`src/rtl/fme_pkg.sv`:
```
`default_nettype none
// ------------------------------------------------------------------
// fme_pkg : shared widths, mode and column-engine state types. Rev 1.0
// ------------------------------------------------------------------
package fme_pkg;

  typedef enum logic {
    MODE_SATD = 1'b0,
    MODE_SAD  = 1'b1
  } mode_e;

  typedef enum logic [1:0] {
    ST_IDLE = 2'd0,
    ST_COL  = 2'd1,
    ST_HOLD = 2'd2
  } col_state_e;

  function automatic int diff_w(input int pix_w);
    return pix_w + 1;
  endfunction

  function automatic int row_w(input int pix_w);
    return pix_w + 3;
  endfunction

  function automatic int col_w(input int pix_w);
    return pix_w + 5;
  endfunction

endpackage
`default_nettype wire

```
`src/rtl/hadamard4.sv`:
```
`default_nettype none
// ------------------------------------------------------------------
// hadamard4 : combinational 4-point butterfly, output 2 bits wider. Rev 1.0
// ------------------------------------------------------------------
module hadamard4 #(
  parameter int IN_W = 9
) (
  input  logic signed [IN_W-1:0] a_i,
  input  logic signed [IN_W-1:0] b_i,
  input  logic signed [IN_W-1:0] c_i,
  input  logic signed [IN_W-1:0] e_i,
  output logic signed [IN_W+1:0] o0_o,
  output logic signed [IN_W+1:0] o1_o,
  output logic signed [IN_W+1:0] o2_o,
  output logic signed [IN_W+1:0] o3_o
);
  localparam int OW = IN_W + 2;

  logic signed [OW-1:0] w_a, w_b, w_c, w_e;

  assign w_a = OW'(a_i);
  assign w_b = OW'(b_i);
  assign w_c = OW'(c_i);
  assign w_e = OW'(e_i);

  assign o0_o = w_a + w_b + w_c + w_e;
  assign o1_o = (w_b - w_c) + (w_a - w_e);
  assign o2_o = (w_a + w_e) - (w_b + w_c);
  assign o3_o = (w_a - w_e) - (w_b - w_c);

endmodule
`default_nettype wire

```
`src/rtl/satd_engine.sv`:
```
`default_nettype none
// ------------------------------------------------------------------
// satd_engine : streaming 4x4 SATD / SAD distortion per prediction unit. Rev 1.0
// ------------------------------------------------------------------
module satd_engine
  import fme_pkg::*;
#(
  parameter int PIX_W  = 8,
  parameter int N_BLK  = 4,
  parameter int DIST_W = PIX_W + 8 + ((N_BLK > 1) ? $clog2(N_BLK) : 1)
) (
  input  logic               clk,
  input  logic               rst,
  input  logic               mode_i,
  input  logic               in_valid_i,
  output logic               in_ready_o,
  input  logic [4*PIX_W-1:0] cur_row_i,
  input  logic [4*PIX_W-1:0] ref_row_i,
  output logic               dist_valid_o,
  input  logic               dist_ready_i,
  output logic [DIST_W-1:0]  dist_o
);
  localparam int DW = diff_w(PIX_W);
  localparam int RW = row_w(PIX_W);
  localparam int CW = col_w(PIX_W);
  localparam int AW = DIST_W + 1;
  localparam int BW = (N_BLK > 1) ? $clog2(N_BLK) : 1;
  localparam logic [BW-1:0] LAST_BLK = BW'(N_BLK - 1);

  logic [1:0]          row_q;
  logic [BW-1:0]       blk_q;
  logic                wb_q, rb_q, init_q;
  logic [1:0]          full_q, bank_last_q;
  mode_e               mode_q, pend_mode_q;
  mode_e               bank_mode_q [2];
  logic [RW-1:0]       tbuf_q [2][4][4];
  col_state_e          state_q;
  logic [1:0]          col_q;
  logic [AW-1:0]       acc_q;
  logic                dist_valid_q;
  logic [DIST_W-1:0]   dist_q;

  logic                 w_acc, w_rel, w_out_free;
  mode_e                w_mode, w_rd_mode;
  logic [1:0]           w_set, w_clr;
  logic signed [DW-1:0] w_d  [4];
  logic [DW-1:0]        w_ad [4];
  logic signed [RW-1:0] w_h  [4];
  logic [RW-1:0]        w_wr [4];
  logic [RW-1:0]        w_cv [4];
  logic signed [CW-1:0] w_co [4];
  logic [CW-1:0]        w_ca [4];
  logic [AW-1:0]        w_col_sum, w_acc_sum;

  function automatic logic [DIST_W-1:0] finish(input logic [AW-1:0] s, input mode_e m);
    logic [AW-1:0] r;
    r = (m == MODE_SATD) ? ((s + AW'(1)) >> 1) : s;
    return DIST_W'(r);
  endfunction

  // Mode of row 0 of block 0 comes straight from the port; later rows use the latched copy.
  assign w_mode     = (row_q == 2'd0 && blk_q == '0) ? mode_e'(mode_i) : mode_q;
  assign w_set      = (w_acc && row_q == 2'd3) ? (2'b01 << wb_q) : 2'b00;
  assign w_clr      = (state_q == ST_COL && col_q == 2'd3) ? (2'b01 << rb_q) : 2'b00;
  assign w_rel      = w_clr[wb_q];
  assign in_ready_o = init_q & (~full_q[wb_q] | w_rel);
  assign w_acc      = in_valid_i & in_ready_o;
  assign w_out_free = ~dist_valid_q | dist_ready_i;
  assign w_rd_mode  = bank_mode_q[rb_q];

  for (genvar k = 0; k < 4; k++) begin : g_pix
    assign w_d[k]  = $signed({1'b0, cur_row_i[k*PIX_W +: PIX_W]})
                   - $signed({1'b0, ref_row_i[k*PIX_W +: PIX_W]});
    assign w_ad[k] = w_d[k][DW-1] ? $unsigned(-w_d[k]) : $unsigned(w_d[k]);
    assign w_wr[k] = (w_mode == MODE_SAD) ? {2'b00, w_ad[k]} : $unsigned(w_h[k]);
    assign w_cv[k] = tbuf_q[rb_q][k][col_q];
    assign w_ca[k] = w_co[k][CW-1] ? $unsigned(-w_co[k]) : $unsigned(w_co[k]);
  end

  hadamard4 #(.IN_W(DW)) u_row_h (
    .a_i (w_d[0]), .b_i (w_d[1]), .c_i (w_d[2]), .e_i (w_d[3]),
    .o0_o(w_h[0]), .o1_o(w_h[1]), .o2_o(w_h[2]), .o3_o(w_h[3])
  );

  hadamard4 #(.IN_W(RW)) u_col_h (
    .a_i ($signed(w_cv[0])), .b_i ($signed(w_cv[1])),
    .c_i ($signed(w_cv[2])), .e_i ($signed(w_cv[3])),
    .o0_o(w_co[0]), .o1_o(w_co[1]), .o2_o(w_co[2]), .o3_o(w_co[3])
  );

  assign w_col_sum = (w_rd_mode == MODE_SATD)
                   ? AW'(w_ca[0]) + AW'(w_ca[1]) + AW'(w_ca[2]) + AW'(w_ca[3])
                   : AW'(w_cv[0]) + AW'(w_cv[1]) + AW'(w_cv[2]) + AW'(w_cv[3]);
  assign w_acc_sum = acc_q + w_col_sum;

  always_ff @(posedge clk) begin
    if (w_acc) begin
      for (int k = 0; k < 4; k++) tbuf_q[wb_q][row_q][k] <= w_wr[k];
    end
  end

  always_ff @(posedge clk or posedge rst) begin
    if (rst) begin
      row_q          <= '0;
      blk_q          <= '0;
      wb_q           <= 1'b0;
      init_q         <= 1'b0;
      mode_q         <= MODE_SATD;
      bank_mode_q[0] <= MODE_SATD;
      bank_mode_q[1] <= MODE_SATD;
      bank_last_q    <= '0;
      full_q         <= '0;
    end else begin
      init_q <= 1'b1;
      full_q <= (full_q & ~w_clr) | w_set;
      if (w_acc) begin
        mode_q <= w_mode;
        row_q  <= row_q + 2'd1;
        if (row_q == 2'd3) begin
          wb_q              <= ~wb_q;
          bank_mode_q[wb_q] <= w_mode;
          bank_last_q[wb_q] <= (blk_q == LAST_BLK);
          blk_q             <= (blk_q == LAST_BLK) ? '0 : blk_q + BW'(1);
        end
      end
    end
  end

  always_ff @(posedge clk or posedge rst) begin
    if (rst) begin
      state_q      <= ST_IDLE;
      col_q        <= '0;
      rb_q         <= 1'b0;
      acc_q        <= '0;
      pend_mode_q  <= MODE_SATD;
      dist_valid_q <= 1'b0;
      dist_q       <= '0;
    end else begin
      if (dist_ready_i) dist_valid_q <= 1'b0;
      case (state_q)
        ST_IDLE: begin
          col_q <= '0;
          if (full_q[rb_q]) state_q <= ST_COL;
        end
        ST_COL: begin
          col_q <= col_q + 2'd1;
          acc_q <= w_acc_sum;
          if (col_q == 2'd3) begin
            rb_q    <= ~rb_q;
            state_q <= full_q[~rb_q] ? ST_COL : ST_IDLE;
            if (bank_last_q[rb_q]) begin
              if (w_out_free) begin
                dist_q       <= finish(w_acc_sum, w_rd_mode);
                dist_valid_q <= 1'b1;
                acc_q        <= '0;
              end else begin
                // The finished PU parks in the accumulator until the output register frees.
                pend_mode_q <= w_rd_mode;
                state_q     <= ST_HOLD;
              end
            end
          end
        end
        ST_HOLD: begin
          col_q <= '0;
          if (w_out_free) begin
            dist_q       <= finish(acc_q, pend_mode_q);
            dist_valid_q <= 1'b1;
            acc_q        <= '0;
            state_q      <= full_q[rb_q] ? ST_COL : ST_IDLE;
          end
        end
        default: state_q <= ST_IDLE;
      endcase
    end
  end

  assign dist_valid_o = dist_valid_q;
  assign dist_o       = dist_q;

endmodule
`default_nettype wire

```
`config.mk`:
```
export PLATFORM = sky130hd
export DESIGN_NAME = satd_engine
export DESIGN_NICKNAME = d
export VERILOG_FILES = /design/src/rtl/fme_pkg.sv /design/src/rtl/hadamard4.sv /design/src/rtl/satd_engine.sv
export SDC_FILE = /design/constraint.sdc
export NUM_CORES = 1
export LEC_CHECK = 0
export CAP_MARGIN = 25
export CELL_PAD_IN_SITES_DETAIL_PLACEMENT = 0
export CELL_PAD_IN_SITES_GLOBAL_PLACEMENT = 1
export CORE_MARGIN = 1
export CORE_UTILIZATION = 55
export CTS_CLUSTER_SIZE = 12
export DETAILED_ROUTE_END_ITERATION = 7
export GPL_TIMING_DRIVEN = 0
export PLACE_DENSITY = 0.83
export SYNTH_ARGS = -nofsm -noshare
export SYNTH_HDL_FRONTEND = slang
export SYNTH_SLANG_ARGS = --single-unit
```
`constraint.sdc`:
```
create_clock -name clk -period 19.8 [get_ports clk]
set_input_delay 2.97 -clock clk [delete_from_list [all_inputs] [get_ports clk]]
set_output_delay 2.97 -clock clk [all_outputs]
set_load 0.01 [all_outputs]
```
# Word-level counts from Yosys, hierarchy flattened

Memories as Yosys holds them, arrays and structs flattened.
Index checks and enable logic that the tools add are counted.
Widths: inputs -> output; s select.

$add $sub $neg: 44
$lt $le $gt $ge: 10
Equal/unequal tests: 10
Shift operators: 2
Muxes and demuxes: 615
Bitwise logic cells: 544
Reductions and logical operators: 18

Operator list:

| cell                  | number |
|---|---|
| $mux 176              | 4 |
| $mux 1                | 551 |
| $or 1x1->1            | 530 |
| $demux 44 s2          | 4 |
| $mux 11               | 13 |
| $mux 18               | 6 |
| $bmux 11 s2           | 4 |
| $mux 19               | 4 |
| $mux 13               | 4 |
| $neg 13->13           | 4 |
| $add 11x11->12        | 4 |
| $mux 44               | 1 |
| $add 19x1->19 const B | 2 |
| $pmux 19 s2           | 1 |
| $mux 9                | 4 |
| $neg 9->9             | 4 |
| $pmux 18 s2           | 1 |
| $sub 8x8->9           | 4 |
| $mux 33               | 1 |
| $add 9x9->10          | 3 |
| $add 12x11->13        | 2 |
| $sub 13x13->13        | 2 |
| $sub 11x11->12        | 2 |
| $mux 22               | 1 |
| other kinds (46)      | 87 |

Register bits after elaboration: 57
Memory bits (writable): 352
Input bits: 69
Output and inout bits: 20
Word-level logic and storage cells: 1,260
Memories kept: 1

Memories:

| name   | words | width | rd ports | clocked after memory_dff | write ports | line              | text |
|---|---|---|---|---|---|---|---|
| tbuf_q | 2     | 176   | 1        | 0                        | 1           | satd_engine.sv:36 | `logic [RW-1:0] tbuf_q [2][4][4];` |

# Depth between registers and ports, before layout

Depth in word-level cells: 20
Depth in mapped cells: 53
Mapped depth without buffers: 50

# Modules after synthesis

Synthesis repeated with hierarchy kept, for this count alone.

Cell total of the unflattened synthesis: 3,015
Area, all modules: 32,123.3 um^2

Modules (own cells, without submodules):

| module              | instances | cells an instance | area an instance (um^2) | sequential area each (um^2) |
|---|---|---|---|---|
| satd_engine         | 1         | 2,023             | 24,179.4                | 11,996.5 |
| hadamard4 (u_col_h) | 1         | 545               | 4,327.9                 | 0.0 |
| hadamard4 (u_row_h) | 1         | 447               | 3,616.0                 | 0.0 |

# Least setup slack after synthesis

OpenSTA, ideal clock, no wires.

Path kind: flip-flop to flip-flop
From: reg rb_q
To: reg dist_q[15] (netlist: dist_o[15])
Library setup time: 0.141 ns
Arrival time: 10.582 ns
Data required time: 19.659 ns
Slack: 9.077 ns
Stages on the path, launching flop included: 48
Path buffers: 4
Clock period less this slack: 10.723 ns
Cells stage by stage: dfrtp_1 > clkbuf_1 > clkbuf_1 > buf_1 > mux4_2 > mux2_2 > ha_1 > nor2b_1 > o21ai_0 > a21boi_0 > o21ai_0 > a21boi_0 > o21ai_0 > and3_1 > nor2_1 > ha_1 > o31ai_1 > a21o_1 > [... 12 more ...] > o21ai_0 > a21oi_1 > nand2b_1 > a21oi_1 > o31a_1 > o41a_1 > xnor2_1 > a21oi_1 > ha_1 > and2_1 > a221o_1 > a41oi_4 > a21oi_4 > xnor2_4 > nor2_1 > and4_1 > o31ai_1 > a31oi_1

Longest elaborated chain between the ends: 20
Elaborated cells on any way between the ends: 53
Those cells by class: add/sub (22); eq/ne (1); mux (27); bitwise (1); reduce/logical (1); memory (1)

RTL lines:

| item                                       | line               | text |
|---|---|---|
| from (decl)                                | satd_engine.sv:32  | `logic wb_q, rb_q, init_q;` |
| from (signal assigned)                     | satd_engine.sv:149 | `rb_q <= ~rb_q;` |
| $mem_v2 2x176                              | --                 |  |
| $bmux 11 s2                                | satd_engine.sv:76  | `assign w_cv[k] = tbuf_q[rb_q][k][col_q];` |
| $mux 11 (not written as such) (2 in a row) | satd_engine.sv:76  |  |
| $add 11x11->12                             | hadamard4.sv:26    | `assign o0_o = w_a + w_b + w_c + w_e;` |
| $add 12x11->13                             | hadamard4.sv:26    |  |
| $add 13x11->13                             | hadamard4.sv:26    |  |
| $neg 13->13                                | satd_engine.sv:77  | `assign w_ca[k] = w_co[k][CW-1] ? $unsigned(-w_co[k]) : $unsigned(w_co[k]);` |
| $mux 13                                    | satd_engine.sv:77  |  |
| [... 3 more ...]                           | --                 |  |
| $mux 16                                    | satd_engine.sv:92  | `? AW'(w_ca[0]) + AW'(w_ca[1]) + AW'(w_ca[2]) + AW'(w_ca[3])` |
| $add 19x16->19                             | satd_engine.sv:94  | `assign w_acc_sum = acc_q + w_col_sum;` |
| $add 19x1->19                              | satd_engine.sv:57  | `r = (m == MODE_SATD) ? ((s + AW'(1)) >> 1) : s;` |
| $mux 18                                    | satd_engine.sv:57  |  |
| $mux 18                                    | satd_engine.sv:152 | `if (w_out_free) begin` |
| $mux 18                                    | satd_engine.sv:151 | `if (bank_last_q[rb_q]) begin` |
| $mux 18                                    | satd_engine.sv:148 | `if (col_q == 2'd3) begin` |
| $pmux 18 s2                                | satd_engine.sv:140 | `case (state_q)` |
| to (signal assigned)                       | satd_engine.sv:153 | `dist_q <= finish(w_acc_sum, w_rd_mode);` |
| to (signal assigned)                       | satd_engine.sv:167 | `dist_q <= finish(acc_q, pend_mode_q);` |
| to (decl)                                  | satd_engine.sv:41  | `logic [DIST_W-1:0] dist_q;` |

Several ways; a longest one is shown, not always the timed one. The select of a mux whose other input is x is not followed.
A chain may end at the register's enable or synchronous reset.

# Worst setup path in the final report

Ends and elaborated chain as after synthesis.

==> metrics.md <==
| Metric | Value |
|---|---|
| Core Footprint | 55100 sq um |
| DRC violations left | 0 |
| Vias | 22800 |
| Measured slew at the worst slew-check pin | 1.16 ns |
| Part of the Yosys area used for sequential elements | 39.2% |
| Critical Path Source Type | register |
| Post-CTS resize count | 0 |
| Endpoint type of the worst setup path | register |
| Initial detailed-routing violation count | 2044 |
| Relative slew margins | 22.6% |
| Routability congestion estimate from global placement | 0.915 |
| List of most frequent post-synthesis cells | sky130_fd_sc_hd__edfxtp_1 (352), sky130_fd_sc_hd__inv_1 (290), sky130_fd_sc_hd__ha_1 (252) |
| Maximum frequency from static timing analysis | 76.5 MHz |
| Sum Neg Setup Slack | 0 ns |
| Remaining number of nets flagged by the antenna check after routing | 0 |
| Slowest stage delay, CP | 0.72 ns |
| Total setup buffers inserted after CTS | 0 |
| Die boundary width | 238 microns |
| Number of nets in the finished design | 3382 |
| H-tree levels | 2 |
| Cell with the largest stage delay on the worst path | sky130_fd_sc_hd__xnor2_1 |
| Yosys synthesis warning count | 0 |
| Run status | completed |
| Ports | 89 |
| Arrival time of the worst setup path | 13.49 ns |
| Initial antenna violation count | 0 |
| GRT Residual Overflow | 0 |
| Fraction of synthesized cell area taken by the top area cell type | 34.5% |
| Site Rows | 86 |
| Launch point of the worst path | rb_q$_DFFE_PP0P_ |
| Post-synth EDFFs | 352 |
| Required time at the worst-slack endpoint | 20.22 ns |
| Share of the clock period used by the worst path | 66.0% |
| Type of the setup path with the least slack | register to register |
| Routed wire length | 86400 microns |
| WL/cell | 23.0 microns |
| Clk Latency, worst-skew pair | 0.60 ns |
| Layout area overhead | 12.1% |
| Detailed placement HPWL | 68600 microns |
| Cells taking the most area after synthesis | sky130_fd_sc_hd__edfxtp_1 (35%), sky130_fd_sc_hd__ha_1 (10%), sky130_fd_sc_hd__mux4_2 (6.5%), sky130_fd_sc_hd__fa_1 (5.6%), sky130_fd_sc_hd__xnor2_1 (5.2%) |
| N_diodes | 0 |
| Cell mode on critical path | sky130_fd_sc_hd__o21ai_0 |
| Vias per cell | 6.09 |
| Count of fill cells added during filler insertion | 4408 |
| Most used flip-flop cell after synthesis | sky130_fd_sc_hd__edfxtp_1 |
| Share of synthesized flip-flops with an asynchronous set or reset | 13.9% |
| Peak fanout along the critical path | 10 |
| Floorplan die height | 238 microns |
| Clock tree root driver cell | sky130_fd_sc_hd__clkbuf_16 |
| Clock-pin slew on the worst setup and hold paths | 0.06 ns |
| Synthesized netlist cell count | 2805 |
| Clock Sinks | 409 |
| Wire length of the first global-routing pass | 132000 microns |
| Type of the tightest min-delay check | register to register |
| Number of different library cells in the post-synthesis netlist | 94 |
| Max_cap viols | 0 |
| Total of endpoints with negative setup slack in the final report | 0 |
| Post-synthesis cell area | 30600 sq um |
| Number of buffers on the longest clock path | 3 |
| Cell accounting for the most synthesized area | sky130_fd_sc_hd__edfxtp_1 |
| Min Clock Period, post-route | 13.07 ns |
| Launch point of the worst reg-to-reg path | rb_q$_DFFE_PP0P_ |
| Worst clock skew on the final layout | 0.0432 ns |
| Hold violation total from the final report | 0 |
| Clock tree from TritonCTS | yes |
| Count of input and output buffers | 88 |
| GRT Total Usage | 31.2% |
| Cts hold-fix bufs | 0 |
| Via count of the first global-routing pass | 22900 |
| Maximum number of pins on one net before global-route repair | 38 |
| Die outline area | 56600 sq um |
| Num CTS Buffers | 45 |
| Mapped Nets | 3212 |
| Number of iterations in the first detailed-routing pass | 6 |
| Initial Util | 55.6% |
| Slew Viols, Final | 0 |
| Share of layout cells above drive strength 1 | 9.00% |
| Critical hold path startpoint | dist_o[6]$_DFFE_PP0P_ |
| Top-count cell post-synth | sky130_fd_sc_hd__edfxtp_1 |
| Unrepaired setup endpoints after global routing | no |
| Register bit total from synthesis | 409 |
| Per-instance average area after synthesis | 10.9 sq um |
[final timing paths]
| kind | to | cells past startpoint | slack [ns] |
|---|---|---|---|
| max | dist_o[15]$_DFFE_PP0P_ | 51 | 6.73 |
| min | dist_o[6]$_DFFE_PP0P_ | 1 | 0.48 |
| max reg2reg | dist_o[15]$_DFFE_PP0P_ | 51 | 6.73 |
| min reg2reg | dist_o[6]$_DFFE_PP0P_ | 1 | 0.48 |
| max in group asynchronous | acc_q[3]$_DFFE_PP0P_ | 3 | 16.46 |
| min in group asynchronous | state_q[0]$_DFFE_PP0P_ | 2 | 2.75 |
[placed cells by master, fill, tap and decap left out, types with 57 or more instances in the layout]
cell type,count
sky130_fd_sc_hd__fa_1,86
sky130_fd_sc_hd__clkbuf_1,82
sky130_fd_sc_hd__inv_1,288
sky130_fd_sc_hd__dfrtp_1,57
sky130_fd_sc_hd__mux4_2,88
sky130_fd_sc_hd__ha_1,252
sky130_fd_sc_hd__nor2_1,149
sky130_fd_sc_hd__clkdlybuf4s50_1,88
sky130_fd_sc_hd__mux2i_1,104
sky130_fd_sc_hd__a21oi_1,170
sky130_fd_sc_hd__nand2_1,174
sky130_fd_sc_hd__edfxtp_1,352
sky130_fd_sc_hd__o21ai_0,187
sky130_fd_sc_hd__xnor2_1,180
[layout make-up]
class | instances | area [sq um] | share of cell area, %
plain buffers | 101 | 394 | 1.15
clock buffers | 56 | 1220 | 3.55
clock inverters | 17 | 181 | 0.529
inverters | 292 | 1100 | 3.19
multi-input cells | 2003 | 17200 | 50.0
flip-flops and latches | 409 | 12000 | 35.0
well taps | 748 | 936 | 2.73
repair buffers | 123 | 1340 | 3.91
[metal layers]
metal | part of all wire, % | global-route usage [%] | vias to the layer above
met5 | 0 | 0 | -
met3 | 7.3 | 4.18 | 197
met1 | 39 | 39.3 | 11200
met4 | 4.8 | 13.9 | 0
met2 | 49 | 53.5 | 990
li1 | - | - | 10400
[worst max-delay path: cells and delay by family, from the launching register on]
| kind | cells | cell delay, ns |
|---|---|---|
| xor+xnor | 4 | 1.39 |
| mux | 2 | 0.90 |
| buf+inv | 9 | 2.60 |
| compound gates | 23 | 4.23 |
| flops | 1 | 0.32 |
| simple gates | 7 | 1.03 |
| fa+ha+maj | 6 | 2.45 |
[metrics by stage]
stage	worst slack [ns]	utilization [%]	instance area [sq um]	instances	hold slack [ns]
2_1_floorplan	9.08	-	30600	2805	0.466
3_3_place_gp	6.69	58.9	32400	3641	0.463
3_5_place_dp	6.87	59.8	32900	3676	0.473
4_1_cts	6.79	62.3	34300	3749	0.486
5_1_grt	5.63	62.3	34300	3749	0.503
6_report	6.73	62.3	34300	3749	0.477
[kinds of logic after synthesis]
group / after synthesis / share of synthesized area (%)
other: 1 / 0.0123
xor gates and xnor gates: 233 / 6.89
muxes: 224 / 11.1
buffers and inverters: 393 / 4.87
DFF: 409 / 39.2
AOI/OAI and AO/OA: 651 / 13.3
adders and majority gates: 338 / 15.9
and+or+nand+nor: 556 / 8.74
[registers in the layout, summed over array words and instances (netlist names)]
register      count
tbuf_q          352
init_q            1
state_q           2
pend_mode_q       1
acc_q            19
dist_valid_o      1
bank_mode_q       2
dist_o           18
wb_q              1
mode_q            1
rb_q              1
col_q             2
bank_last_q       2
blk_q             2
row_q             2
full_q            2
Power is left out: the tool's default activity adds up to more than one toggle a clock period on the data nets, which glitch-free logic cannot reach.
